**src/rtl/cpu_press_gen.sv**
```systemverilog
// CPU player button generator for the tug-of-war game.
// Compares the pseudo-random value against the difficulty threshold while idle
// and issues a timed press followed by a cooldown gap.
// Optional press counter: define CPU_PRESS_CNT_EN to add the press_cnt output.
module cpu_press_gen #(
  parameter int unsigned RAND_W          = 10,
  parameter int unsigned PRESS_CYCLES    = 4,
  parameter int unsigned COOLDOWN_CYCLES = 8
) (
  input  logic              clk,
  input  logic              reset,
  input  logic              enable,
  input  logic [RAND_W-1:0] rand_in,
  input  logic [RAND_W-2:0] difficulty,
  output logic              press,
  output logic              press_pulse,
  output logic              busy
`ifdef CPU_PRESS_CNT_EN
  ,
  output logic [7:0]        press_cnt
`endif
);

  // Timer only needs to hold (max cycle count - 1).
  localparam int unsigned MaxCyc = (PRESS_CYCLES > COOLDOWN_CYCLES) ? PRESS_CYCLES
                                                                    : COOLDOWN_CYCLES;
  localparam int unsigned TimerW = (MaxCyc <= 1) ? 1 : $clog2(MaxCyc);

  localparam logic [TimerW-1:0] PressLoad    = TimerW'(PRESS_CYCLES - 1);
  localparam logic [TimerW-1:0] CooldownLoad = TimerW'(COOLDOWN_CYCLES - 1);

  if (PRESS_CYCLES < 1) begin : g_bad_press
    $error("PRESS_CYCLES must be >= 1");
  end
  if (COOLDOWN_CYCLES < 1) begin : g_bad_cooldown
    $error("COOLDOWN_CYCLES must be >= 1");
  end

  typedef enum logic [1:0] {StIdle, StPress, StCooldown} state_e;

  state_e            state_q, state_d;
  logic [TimerW-1:0] timer_q, timer_d;
  logic              press_q, press_d;
  logic              pulse_q, pulse_d;
  logic              hit;

  // Unsigned compare against the zero-extended threshold; difficulty 0 never hits.
  assign hit = (rand_in < {1'b0, difficulty});

  // Next-state, timer and registered output values.
  always_comb begin
    state_d = state_q;
    timer_d = timer_q;
    press_d = 1'b0;
    pulse_d = 1'b0;
    unique case (state_q)
      StIdle: begin
        timer_d = '0;
        if (enable && hit) begin
          state_d = StPress;
          timer_d = PressLoad;
          press_d = 1'b1;
          pulse_d = 1'b1;
        end
      end
      StPress: begin
        // Disable wins over timer expiry.
        if (!enable) begin
          state_d = StIdle;
          timer_d = '0;
        end else if (timer_q != '0) begin
          timer_d = timer_q - TimerW'(1);
          press_d = 1'b1;
        end else begin
          state_d = StCooldown;
          timer_d = CooldownLoad;
        end
      end
      StCooldown: begin
        if (!enable) begin
          state_d = StIdle;
          timer_d = '0;
        end else if (timer_q != '0) begin
          timer_d = timer_q - TimerW'(1);
        end else begin
          state_d = StIdle;
        end
      end
      default: begin
        state_d = StIdle;
        timer_d = '0;
      end
    endcase
  end

  // State, timer and output registers.
  always_ff @(posedge clk or negedge reset) begin
    if (!reset) begin
      state_q <= StIdle;
      timer_q <= '0;
      press_q <= 1'b0;
      pulse_q <= 1'b0;
    end else begin
      state_q <= state_d;
      timer_q <= timer_d;
      press_q <= press_d;
      pulse_q <= pulse_d;
    end
  end

  assign press       = press_q;
  assign press_pulse = pulse_q;
  assign busy        = (state_q != StIdle);

`ifdef CPU_PRESS_CNT_EN
  logic [7:0] cnt_q;

  // Saturating count of issued presses; only reset clears it.
  always_ff @(posedge clk or negedge reset) begin
    if (!reset) begin
      cnt_q <= '0;
    end else if (pulse_d && (cnt_q != 8'hff)) begin
      cnt_q <= cnt_q + 8'd1;
    end
  end

  assign press_cnt = cnt_q;
`endif

endmodule

```
**config.mk**
```make
export PLATFORM = sky130hd
export DESIGN_NAME = cpu_press_gen
export DESIGN_NICKNAME = d
export VERILOG_FILES = /design/src/rtl/cpu_press_gen.sv
export SDC_FILE = /design/constraint.sdc
export NUM_CORES = 1
export LEC_CHECK = 0
export BUFFER_PORTS_ARGS = -buffer_cell sky130_fd_sc_hd__buf_2
export CORE_AREA = 10 10 47 49
export CTS_BUF_LIST = sky130_fd_sc_hd__clkbuf_4
export DETAILED_ROUTE_END_ITERATION = 10
export DIE_AREA = 0 0 57 59
export GPL_ROUTABILITY_DRIVEN = 0
export PLACE_DENSITY = 0.74
export RECOVER_POWER = 25
export SLEW_MARGIN = 40
export SYNTH_ARGS = -nofsm -noshare
export SYNTH_HDL_FRONTEND = slang
export SYNTH_SLANG_ARGS = --single-unit
```
**constraint.sdc**
```tcl
create_clock -name clk -period 2.8 [get_ports clk]
set_input_delay 0.56 -clock clk [delete_from_list [all_inputs] [get_ports clk]]
set_output_delay 0.56 -clock clk [all_outputs]
set_load 0.005 [all_outputs]
```
==> results.py, run 1 <==
metrics = {
    "run_status": {
        "status": "complete, no violations",
    },
    "yosys": {
        "synth_nets": 99,
        "synthesis.area_um2": 584,
        "ys_warn_count": 0,
        "synth_cell_types": 25,
        "synth_edf_count": 0,
        "synthFlopType": "dfrtp_1",
        "syn_inst": 67,
        "synth_xor_area_frac": 0,
        "yosysTopAreaCellShare": 0.300,
        "synth.ff_latch_count": 7,
        "synth-simple-area-share": 0.195,
        "synth_compound_area_frac": 0.214,
        "synth_mux_area_frac": 0,
        "yosys-top-cells-area": "dfrtp_1, ha_1, inv_1",
        "syn_avg_cell_area_um2": 8.72,
        "synthAdderAreaFrac": 0.214,
        "yosys.area.top_type": "dfrtp_1",
        "seq_area_frac_synth": 0.300,
        "synth_top_family_by_area": "compound AO/OA/AOI/OAI gates",
        "ys_async_sr_fraction": 1.00,
    },
    "sta": {
        "min_period_over_period": 0.615,
        "setup_ws_ns": 1.08,
        "fmax_ghz": 0.581,
        "worst_pin_slew_ns": 0.354,
        "setup_viol": 0,
        "hold_viol": 0,
        "fin_crit_ns": 1.72,
        "fin_setup_tns_ns": 0,
        "slew_headroom": 0.764,
        "finalClockSkew_ns": 0.00255,
        "finalMaxSlewViolations": 0,
        "rsz0062_at_grt": "false",
    },
    "power_and_ir_drop": {
        "swShare": 0.316,
        "power.density_mw_per_mm2": 503,
        "p_clk_frac": 0.259,
        "netSwitchingPower_uw": 120,
        "p_int_uw": 259,
        "p_total_uw": 379,
        "p_leak_nw": 0.442,
        "pwr-share-seq": 0.354,
        "ir_drop_v": 0.000284,
        "comb_power_share": 0.387,
    },
    "finish": {
        "antenna_cells": 0,
        "syn_to_final_growth_pct": 28.9,
        "fin_nets": 128,
        "stdcell_count": 111,
        "drive_above_1_share": 0.337,
    },
    "detailed_routing": {
        "via_count": 554,
        "avgViaCountPerCell": 4.99,
        "wl_um": 1370,
        "ant_nets": 0,
        "drt-initial-drc-count": 1,
        "drt-wirelength-per-cell_um": 12.3,
        "remaining_drc_errors": 0,
        "dr.pass1.iters": 4,
    },
    "floorplanning": {
        "die_x_um": 57,
        "core.rowCount": 14,
        "initial_core_util": 0.417,
        "ioPinCount": 25,
        "die-area_mm2": 0.00336,
        "die_y_um": 59,
        "coreArea_mm2": 0.00140,
    },
    "global_routing": {
        "grt-ovfl-total": 0,
        "grt_pass1_wl_um": 2420,
        "grt_max_degree": 8,
        "grt_pass1_vias": 583,
        "groute.usage.overall": 0.0911,
        "antenna_found_initial": 0,
    },
    "clocking": {
        "cts_buffers": 3,
        "clockBufferDepth": 2,
        "cts-root-buf": "clkbuf_4",
        "clk_pin_slew_worst_paths_ns": 0.05,
        "cts_setup_buffers": 0,
        "clkLatencyLatePin_ns": 0.25,
        "cts_max_level": 1,
        "cts_resized": 0,
        "cts_hold_buf": 0,
        "clock_sinks": 7,
        "cts_tree": "yes",
    },
    "placed_design": {
        "dpl.hpwl_um": 1230,
        "placed_cells_incl_taps": 107,
        "dp_slack_ns": 0.814,
        "numPortBuffers": 24,
    },
    "setup_path": {
        "crit_type": "in -> reg",
        "reg2reg_to": "timer_q[0]",
        "r2r-start": "timer_q[0]",
        "crit_required_ns": 2.93,
        "r2r_cells": 8,
        "worstPathMaxFanout": 5,
        "critPathLaunchType": "primary input",
        "endpoint_kind": "register",
        "reg2reg_setup_slack_ns": 1.28,
        "crit_arrival_ns": 1.85,
    },
    "flow_run": {
        "max_cap_violations": 0,
    },
    "hold_path": {
        "hp-class": "in -> async",
    },
}
==> cells in the mapped netlist (2+ instances only) <==
| cell | instances |
|---|---|
| dfrtp_1 | 7 |
| a21oi_1 | 2 |
| o21ai_0 | 5 |
| nand2_1 | 6 |
| o211ai_1 | 2 |
| nand2b_1 | 2 |
| nor2_1 | 3 |
| a21o_1 | 2 |
| inv_1 | 11 |
| ha_1 | 10 |
| a22o_1 | 2 |
| nor2b_1 | 2 |
==> per-layer routing <==
metal	up-vias	track usage	part of all wire
li1	290	-	-
met5	-	0	0
met4	0	0.0805	0.044
met1	236	0.0938	0.40
met2	21	0.138	0.45
met3	7	0.0408	0.099
==> worst max-delay path by stage <==
stage                  start    endpoint  slack (ns)  cells past startpoint
2_1_floorplan  difficulty[7]  timer_q[0]        1.00                      8
3_3_place_gp   difficulty[7]  timer_q[0]        0.86                      9
3_5_place_dp   difficulty[7]  timer_q[0]        0.81                      9
4_1_cts        difficulty[7]  timer_q[0]        1.08                      9
5_1_grt        difficulty[8]  state_q[1]        0.93                      9
6_report       difficulty[7]  timer_q[0]        1.08                      9
==> cell type report <==
cell class	instances	area [µm²]
Multi-Input combinational cell	48	364
Fill cell	138	648
Tap cell	16	20.0
Sequential cell	7	175
Inverter	12	45.0
Timing Repair Buffer	24	119
Clock buffer	4	30.0
==> power groups by stage <==
stage               logic, mW  registers [mW]  clock network (mW)
detailed placement      0.149           0.136                   0
global route            0.175           0.137               0.108
CTS                     0.150           0.134               0.104
finish                  0.147           0.134              0.0980
floorplan               0.102           0.133                   0
global placement        0.143           0.135                   0
==> stage by stage <==
step | hold WS, ns | instance area [µm²] | util
6_report | 0.188 | 753 | 0.538
3_3_place_gp | 0.398 | 724 | 0.517
2_1_floorplan | 0.264 | 584 | -
3_5_place_dp | 0.398 | 724 | 0.517
5_1_grt | 0.192 | 753 | 0.538
4_1_cts | 0.122 | 754 | 0.538
==> critical path, stage by stage <==
cell and delay (ns):
buf_2 0.07, inv_1 0.03, ha_1 0.27, and4b_1 0.23
nand2_1 0.06, o2111ai_1 0.17, a21o_2 0.16, o211ai_1 0.08
a22o_1 0.21
==> sequential cells by signal, summed over array words and instances (netlist names) <==
register,count
press,1
timer_q,3
press_pulse,1
state_q,2
==> layout by cell type, fill, tap and decap left out, types with 2 or more instances in the layout <==
| master | netlist | layout |
|---|---|---|
| inv_1 | 11 | 11 |
| ha_1 | 10 | 10 |
| nand2b_1 | 2 | 2 |
| a22o_1 | 2 | 2 |
| o21ai_0 | 5 | 5 |
| nor2_1 | 3 | 3 |
| a21oi_1 | 2 | 2 |
| dfrtp_1 | 7 | 7 |
| nand2_1 | 6 | 6 |
| buf_2 | 0 | 23 |
| a21o_1 | 2 | 2 |
| nor2b_1 | 2 | 2 |
| clkbuf_4 | 0 | 4 |
| o211ai_1 | 2 | 2 |
==> cells by family (layout without fill, tap and decap cells) <==
family                     after synthesis  count (layout)
DFF                                      7               7
buffers and inverters                   12              40
adders and majority gates               10              10
and+or+nand+nor                         20              20
AOI/OAI and AO/OA                       18              18
(Power assumes the default switching activity.)
==> run 2, diff against run 1 <==
clock period = 1.6 ns   (was 2.8 ns; I/O delays follow)
==> run 2 against run 1 <==
Effect of this change: worst setup slack got worse by 0.97 ns; sequential power increased by 75%; hold slack improved by 0.20 ns; die area unchanged; highest routed layer unchanged; register-to-register slack got worse by 1.1 ns; clock skew decreased by 0.0023 ns; critical path depth decreased by 1; flip-flop and latch count unchanged; first-iteration DRC count increased to 4.0 times the previous value; sequential share of layout area decreased by 1.1 points; design area increased by 5.0%.
==> results.py, run 2 (synthesized netlist as in run 1, its figures left out) <==
metrics = {
    "run_status": {
        "status": "complete, no violations",
    },
    "detailed_routing": {
        "drt-wirelength-per-cell_um": 12.2,
        "remaining_drc_errors": 0,
        "dr.pass1.iters": 3,
        "wl_um": 1410,
        "drt-initial-drc-count": 4,
        "avgViaCountPerCell": 4.91,
        "ant_nets": 0,
        "via_count": 565,
    },
    "floorplanning": {
        "core.rowCount": 14,
        "ioPinCount": 25,
        "initial_core_util": 0.417,
        "coreArea_mm2": 0.00140,
        "die_x_um": 57,
        "die_y_um": 59,
        "die-area_mm2": 0.00336,
    },
    "sta": {
        "setup_viol": 0,
        "hold_viol": 0,
        "finalMaxSlewViolations": 0,
        "worst_pin_slew_ns": 0.354,
        "fin_setup_tns_ns": 0,
        "finalClockSkew_ns": 0.000255,
        "fin_crit_ns": 1.49,
        "min_period_over_period": 0.933,
        "fmax_ghz": 0.670,
        "slew_headroom": 0.764,
    },
    "placed_design": {
        "dpl.hpwl_um": 1260,
        "numPortBuffers": 24,
    },
    "setup_path": {
        "crit_required_ns": 1.78,
        "endpoint_kind": "register",
        "crit_type": "in -> reg",
        "critPathLaunchType": "primary input",
        "reg2reg_setup_slack_ns": 0.14,
        "worstPathMaxFanout": 5,
        "crit_arrival_ns": 1.68,
    },
    "clocking": {
        "clkLatencyLatePin_ns": 0.25,
        "clockBufferDepth": 2,
        "clock_sinks": 7,
        "cts_tree": "yes",
        "cts_max_level": 1,
        "cts_buffers": 3,
        "clk_pin_slew_worst_paths_ns": 0.05,
        "cts-root-buf": "clkbuf_4",
    },
    "power_and_ir_drop": {
        "power.density_mw_per_mm2": 879,
        "p_total_uw": 695,
        "ir_drop_v": 0.000683,
        "p_leak_nw": 0.463,
    },
    "global_routing": {
        "grt_max_degree": 8,
        "antenna_found_initial": 0,
        "grt_pass1_wl_um": 2360,
        "grt_pass1_vias": 579,
        "groute.usage.overall": 0.0863,
        "grt-ovfl-total": 0,
    },
    "finish": {
        "regMostFlops": "timer_q",
        "antenna_cells": 0,
        "fin_nets": 132,
        "final_cell_mix": "buf_2, inv_1, ha_1",
        "drive_above_1_share": 0.364,
        "largest_reg_flops": 3,
        "syn_to_final_growth_pct": 35.3,
        "layout_commonest_cell": "buf_2",
        "reg_top3": "timer_q (3), state_q (2)",
    },
    "flow_run": {
        "max_cap_violations": 0,
    },
    "hold_path": {
        "hp-class": "in -> reg",
    },
}
==> run 2: report_power, final <==
group	total (mW)	internal (mW)	switching (mW)
clock network	0.171	0.112	0.0596
registers	0.234	0.211	0.0228
logic	0.290	0.154	0.136
total	0.695	0.477	0.218
==> run 2: worst paths after layout <==
path,start,to,depth (start not counted)
hold / removal,enable,state_q[1],3
setup reg to reg,timer_q[0],timer_q[2],5
max in group asynchronous,reset,state_q[0],2
setup / recovery,rand_in[3],timer_q[0],8
min in group asynchronous,reset,timer_q[0],2
hold reg to reg,timer_q[1],timer_q[1],1
==> run 2: worst max-delay path: stages <==
cell and delay, ns:
buf_2 0.10, ha_1 0.30, a21o_1 0.16, a21oi_1 0.17
o2111ai_1 0.14, a21o_2 0.24, o211ai_1 0.09, a22o_1 0.16
==> run 2: through the flow <==
stage | instances | cell area (µm²) | setup WS [ns] | util | hold WS, ns
after detailed placement | 110 | 747 | -0.161 | 0.533 | 0.157
after CTS | 115 | 787 | 0.0951 | 0.562 | 0.380
final | 115 | 791 | 0.107 | 0.564 | 0.387
after floorplan | 67 | 584 | 0.0405 | - | 0.0244
after global routing | 115 | 791 | -0.00981 | 0.564 | 0.404
after global placement | 110 | 747 | -0.104 | 0.533 | 0.158
==> run 2: cell type report <==
cell class,instances,area [µm²]
clock buffers,4,30.0
fillers,137,611
inverters,12,45.0
multi-input cells,48,369
flip-flops and latches,7,175
well taps,16,20.0
repair buffers,28,151
==> run 2: repair_timing <==
item / CTS / global route
setup buffers: 0 / 0
endpoints found under the hold margin: 7 / 0
endpoints found under the setup margin: 0 / 1
resized for setup: 0 / 1
hold buffers: 1 / 0
==> run 2: metal layers <==
metal  GRT usage  routed length, µm
met3      0.0365                115
met1      0.0960                590
met4      0.0470                 32
met2       0.136                668
met5           0                  0
